**config.mk**
```make
export PLATFORM = sky130hd
export DESIGN_NAME = addsub_arbiter
export DESIGN_NICKNAME = d
export VERILOG_FILES = /design/src/rtl/addsub_arbiter.sv
export SDC_FILE = /design/constraint.sdc
export NUM_CORES = 1
export LEC_CHECK = 0
export ABC_AREA = 0
export CORE_MARGIN = 10
export CORE_UTILIZATION = 32
export DETAILED_ROUTE_END_ITERATION = 10
export PLACE_DENSITY = 0.89
export RECOVER_POWER = 100
export SYNTH_ARGS = -nofsm -noshare
export SYNTH_HDL_FRONTEND = slang
export SYNTH_SLANG_ARGS = --single-unit
```
**constraint.sdc**
```tcl
create_clock -name clk -period 1.6 [get_ports clk]
set_input_delay 0.24 -clock clk [delete_from_list [all_inputs] [get_ports clk]]
set_output_delay 0.24 -clock clk [all_outputs]
set_load 0.03 [all_outputs]
```
**src/rtl/addsub_arbiter.sv**
```systemverilog
// Round-robin arbiter/sequencer sharing one add/sub unit among N_REQ requesters.
// Define ADDSUB_ARB_OVF_EN to add the registered signed-overflow flag rsp_ovf.
module addsub_arbiter #(
  parameter int unsigned N_REQ     = 3,
  parameter int unsigned W         = 32,
  parameter int unsigned ADDER_LAT = 1
) (
  input  logic                     clk,
  input  logic                     rst_n,
  input  logic [N_REQ-1:0]         req_valid,
  output logic [N_REQ-1:0]         req_ready,
  input  logic [N_REQ-1:0]         req_add,
  input  logic [N_REQ*W-1:0]       req_a,
  input  logic [N_REQ*W-1:0]       req_b,
  output logic                     rsp_valid,
  input  logic                     rsp_ready,
  output logic [$clog2(N_REQ)-1:0] rsp_id,
  output logic [W-1:0]             rsp_result,
`ifdef ADDSUB_ARB_OVF_EN
  output logic                     rsp_ovf,
`endif
  output logic                     busy,
  output logic                     as_add,
  output logic [W-1:0]             as_num1,
  output logic [W-1:0]             as_num2,
  input  logic [W-1:0]             as_result
);

  localparam int unsigned ID_W  = $clog2(N_REQ);
  localparam int unsigned CNT_W = $clog2(ADDER_LAT + 2);
  localparam logic [ID_W-1:0]  PTR_RST  = ID_W'(N_REQ - 1);
  localparam logic [CNT_W-1:0] CNT_LAST = CNT_W'(ADDER_LAT);

  typedef enum logic [1:0] {IDLE, EXEC, RESP} state_e;

  state_e            state_q, state_d;
  logic [ID_W-1:0]   ptr_q, ptr_d;
  logic [ID_W-1:0]   id_q, id_d;
  logic              op_q, op_d;
  logic [W-1:0]      a_q, a_d;
  logic [W-1:0]      b_q, b_d;
  logic [CNT_W-1:0]  cnt_q, cnt_d;
  logic              rsp_valid_q, rsp_valid_d;
  logic [W-1:0]      rsp_result_q, rsp_result_d;
  logic              busy_q, busy_d;
`ifdef ADDSUB_ARB_OVF_EN
  logic              ovf_q, ovf_d;
`endif

  logic              any_req;
  logic              found_hi, found_lo;
  logic [ID_W-1:0]   win_hi, win_lo, winner;
  logic [N_REQ-1:0]  grant_oh;
  logic              win_add;
  logic [W-1:0]      win_a, win_b;

  // Winner: lowest valid index above ptr, else lowest valid index at or below ptr.
  always_comb begin
    found_hi = 1'b0;
    found_lo = 1'b0;
    win_hi   = '0;
    win_lo   = '0;
    for (int i = 0; i < int'(N_REQ); i++) begin
      if (req_valid[i] && (i > int'(ptr_q)) && !found_hi) begin
        found_hi = 1'b1;
        win_hi   = ID_W'(i);
      end
      if (req_valid[i] && (i <= int'(ptr_q)) && !found_lo) begin
        found_lo = 1'b1;
        win_lo   = ID_W'(i);
      end
    end
    winner  = found_hi ? win_hi : win_lo;
    any_req = |req_valid;
  end

  // Winner one-hot and payload mux.
  always_comb begin
    grant_oh = '0;
    win_add  = 1'b0;
    win_a    = '0;
    win_b    = '0;
    for (int i = 0; i < int'(N_REQ); i++) begin
      if (ID_W'(i) == winner) begin
        grant_oh[i] = any_req;
        win_add     = req_add[i];
        win_a       = req_a[i*int'(W) +: W];
        win_b       = req_b[i*int'(W) +: W];
      end
    end
  end

  // Next-state and grant logic.
  always_comb begin
    state_d      = state_q;
    ptr_d        = ptr_q;
    id_d         = id_q;
    op_d         = op_q;
    a_d          = a_q;
    b_d          = b_q;
    cnt_d        = cnt_q;
    rsp_valid_d  = rsp_valid_q;
    rsp_result_d = rsp_result_q;
`ifdef ADDSUB_ARB_OVF_EN
    ovf_d        = ovf_q;
`endif
    req_ready    = '0;
    unique case (state_q)
      IDLE: begin
        if (any_req) begin
          req_ready = rst_n ? grant_oh : '0;
          ptr_d     = winner;
          id_d      = winner;
          op_d      = win_add;
          a_d       = win_a;
          b_d       = win_b;
          cnt_d     = '0;
          state_d   = EXEC;
        end
      end
      EXEC: begin
        if (cnt_q == CNT_LAST) begin
          rsp_result_d = as_result;
`ifdef ADDSUB_ARB_OVF_EN
          ovf_d = op_q ? ((a_q[W-1] == b_q[W-1]) && (as_result[W-1] != a_q[W-1]))
                       : ((a_q[W-1] != b_q[W-1]) && (as_result[W-1] != a_q[W-1]));
`endif
          rsp_valid_d  = 1'b1;
          state_d      = RESP;
        end else begin
          cnt_d = cnt_q + CNT_W'(1);
        end
      end
      RESP: begin
        if (rsp_ready) begin
          rsp_valid_d = 1'b0;
          state_d     = IDLE;
        end
      end
      default: state_d = IDLE;
    endcase
    busy_d = (state_d != IDLE);
  end

  always_ff @(posedge clk or negedge rst_n) begin
    if (!rst_n) begin
      state_q      <= IDLE;
      ptr_q        <= PTR_RST;
      id_q         <= '0;
      op_q         <= 1'b0;
      a_q          <= '0;
      b_q          <= '0;
      cnt_q        <= '0;
      rsp_valid_q  <= 1'b0;
      rsp_result_q <= '0;
      busy_q       <= 1'b0;
`ifdef ADDSUB_ARB_OVF_EN
      ovf_q        <= 1'b0;
`endif
    end else begin
      state_q      <= state_d;
      ptr_q        <= ptr_d;
      id_q         <= id_d;
      op_q         <= op_d;
      a_q          <= a_d;
      b_q          <= b_d;
      cnt_q        <= cnt_d;
      rsp_valid_q  <= rsp_valid_d;
      rsp_result_q <= rsp_result_d;
      busy_q       <= busy_d;
`ifdef ADDSUB_ARB_OVF_EN
      ovf_q        <= ovf_d;
`endif
    end
  end

  assign rsp_valid  = rsp_valid_q;
  assign rsp_id     = id_q;
  assign rsp_result = rsp_result_q;
  assign busy       = busy_q;
  assign as_add     = op_q;
  assign as_num1    = a_q;
  assign as_num2    = b_q;
`ifdef ADDSUB_ARB_OVF_EN
  assign rsp_ovf    = ovf_q;
`endif

endmodule

```
==> flow_metrics.tcl <==
set metrics [dict create \
    synth_top_family_by_area "compound AO/OA/AOI/OAI gates" \
    areaGrowthSynthToFinish_pct 93.06 \
    synth_seq_cells 106 \
    io_pins 337 \
    synth-adder-area-share_pct 0.2639 \
    yosys.area_share.simple_pct 7.625 \
    cts_sinks 106 \
    dr.pass1.iters 4 \
    drive_gt1_share_pct 14.34 \
    multi_input_area_um2 2021 \
    cp-end-kind "output pin" \
    placed_area_um2 8524 \
    nNetsFinal 1066 \
    dr_wl_met2_mm 11.27 \
    failed_checks "setup timing" \
    wl_met1_mm 8.384 \
    cts_tree "built" \
    r2r_start "ptr_q[1]" \
    wirelength_mm 22.48 \
    grt_first_pass_wirelength_mm 31.25 \
    cts_buffers 9 \
    rows 44 \
    fin_area_um2 9155 \
    place_congestion 0.8511 \
    core-area_um2 14530 \
    htree_levels 3 \
    synth_xor_area_share_pct 0 \
    drv_cap 0 \
    synth_compound_area_share_pct 24.01 \
    synthMuxAreaShare_pct 7.599 \
    status "finished with violations" \
    n_fill_cell 1186 \
    grt_overflow 0 \
    grt_use_total_pct 19.84 \
    via_count 5308 \
    rsz0062_at_grt "yes" \
    grt_max_degree 107 \
    p_leak_nw 3.955 \
    place_worst_setup_slack_ns -0.3347 \
    worst-setup-path-type "flip-flop to output pin" \
    netlist_area_um2 4742 \
    seq_area_frac_synth_pct 55.96 \
    worstPathRequired_ns 1.36 \
    clock.fmax_mhz 557.3 \
    vdd_drop_max_v 0.0007787 \
    yosysUniqueCellTypes 28 \
    fin_util_pct 62.99 \
    root_buffer "clkbuf_16" \
    wl_met3_mm 2.196 \
    dieArea_um2 20090 \
    min_path_type "primary input to asynchronous set/reset pin" \
    dr.first_iter.drc_count 285 \
    synth_nets 713 \
    final_cell_mix "clkdlybuf4s50_1 (228), dfrtp_1 (105), dlygate4sd2_1 (102)" \
    setup_viol 102 \
    power_density_nw_per_um2 1921 \
    synthCells 479 \
    ant_nets 0 \
    clock_tree.buffer_depth 2 \
    fin_crit_sh_pct 112.1 \
    fin_crit_ns 1.794 \
    avgSynthCellArea_um2 9.900 \
    slew-limit-headroom_pct 4.770 \
    critPathLaunch "ptr_q[1]" \
    finalMaxSlewViolations 0 \
    numPortBuffers 336 \
    antennaDiodeCount 0 \
    clk_pin_slew_worst_paths_ns 0.07 \
    worst_slew_pin_slew_ns 1.428 \
    finalClockSkew_ns 0.007107 \
    grt_pass1_vias 5493 \
    timing.final.ws_setup_ns -0.1943 \
    critPathMaxFanout 5 \
    dp_hpwl_mm 16.40 \
    startpoint_type "flip-flop" \
    yosysWarnings 0 \
    drcViolationCount 0 \
    start_util_pct 32.63 \
    wl_per_cell_um 22.02 \
    hold_viol 0 \
    antenna_found_initial 0 \
    crit_arrival_ns 1.55 \
    die_x_um 141.7 \
    clk_latency_ns 0.35 \
    vias_per_cell 5.199 \
    highest_layer "met4" \
    layout_commonest_cell "clkdlybuf4s50_1" \
    seq_area_um2 2654 \
    die_height_um 141.7 \
    dp_cells 985 \
    fin_cells 1021 \
]
## routing by layer
layer  global-route usage, %  up-vias
li1                        -     2444
met1                   21.29     2534
met2                   34.65      286
met3                   7.510       44
met4                   7.316        0
met5                       0        -
## flip-flops by register name (all words and copies together), names as in the netlist, 2 cells and up
name	flops
state_q	2
cnt_q	2
as_num1	32
ptr_q	2
rsp_result	32
as_num2	32
## area by class of cell
cell class	count	share of cell area, %
Clock inverter	6	0.9567
Timing Repair Buffer	382	42.80
Tap cell	184	2.515
Inverter	4	0.1640
Multi-Input combinational cell	329	22.07
Sequential cell	106	28.99
Clock buffer	10	2.501
## kinds of logic after synthesis
family / Yosys count
AO/OA/AOI/OAI: 208
buffers and inverters: 44
AND/OR/NAND/NOR: 88
flip-flops: 106
multiplexers: 32
adder cells (fa/ha/maj): 1
## cells in the mapped netlist
cell         n  area (um2)
nor3b_1      1       7.510
inv_1        4       15.01
dfrtp_1    105        2628
o22ai_1     65       406.6
a31oi_1      1       6.260
dfstp_2      1       26.28
o21ai_2      1       8.760
o21ai_0     66       330.3
ha_1         1       12.51
nand2_1     72       270.3
o21ai_1     71       355.3
o2bb2ai_1    1       8.760
clkbuf_1    11       41.29
nor2b_1      1       6.260
a31oi_2      1       12.51
buf_1        1       3.750
buf_2       22       110.1
buf_4        6       45.04
or2_2        1       6.260
nor3_1       1       5.000
a21oi_1      2       10.01
nor2_1       4       15.01
nand3_1      3       15.01
nor3_2       1       10.01
nand3b_1     1       7.510
or3_1        1       6.260
nand2b_1     2       12.51
mux2_2      32       360.4
## power by group
part           switching [mW]  internal [mW]  leakage [nW]  total (mW)
combinational            6.27           4.10          2.53        10.4
sequential              0.739           4.07          1.27        4.81
clock                    1.03           1.38         0.157        2.41
total                    8.04           9.55          3.96        17.6
## final timing paths
| check | to | cells past startpoint | slack (ns) |
|---|---|---|---|
| min in group clk | as_num1[10] | 2 | 0.48 |
| worst min-delay path | rsp_result[8] | 2 | 0.48 |
| worst min register to register | as_num1[10] | 2 | 0.48 |
| max in group asynchronous | as_num1[23] | 2 | 0.24 |
| worst max register to register | as_num1[8] | 8 | -0.15 |
| worst max-delay path | req_ready[1] | 5 | -0.19 |
## what timing repair did
item                                    CTS  global route
gates cloned                              2             9
resized for setup                       114            23
hold buffers                              0             0
pin swaps                                 4            31
endpoints found under the setup margin  151            68
setup buffers                             5             5
endpoints found under the hold margin     0             0
## metrics by stage
stage | setup TNS (ns) | hold slack [ns] | power [mW]
floorplan | -0.07967 | -0.05559 | 10.58
global placement | -19.19 | 0.3686 | 15.23
detailed placement | -21.82 | 0.3780 | 15.62
CTS | -4.181 | 0.006833 | 17.36
global route | -24.41 | 0.4982 | 18.63
finish | -9.958 | 0.4781 | 17.59
## worst max-delay path, cell delays in order (launching register included)
cell	delay (ns)
dfstp_2	0.59
nand2b_4	0.15
a31oi_4	0.11
buf_12	0.14
nor2_4	0.09
buf_12	0.13
Note: power is estimated with default switching activity, not from simulation.
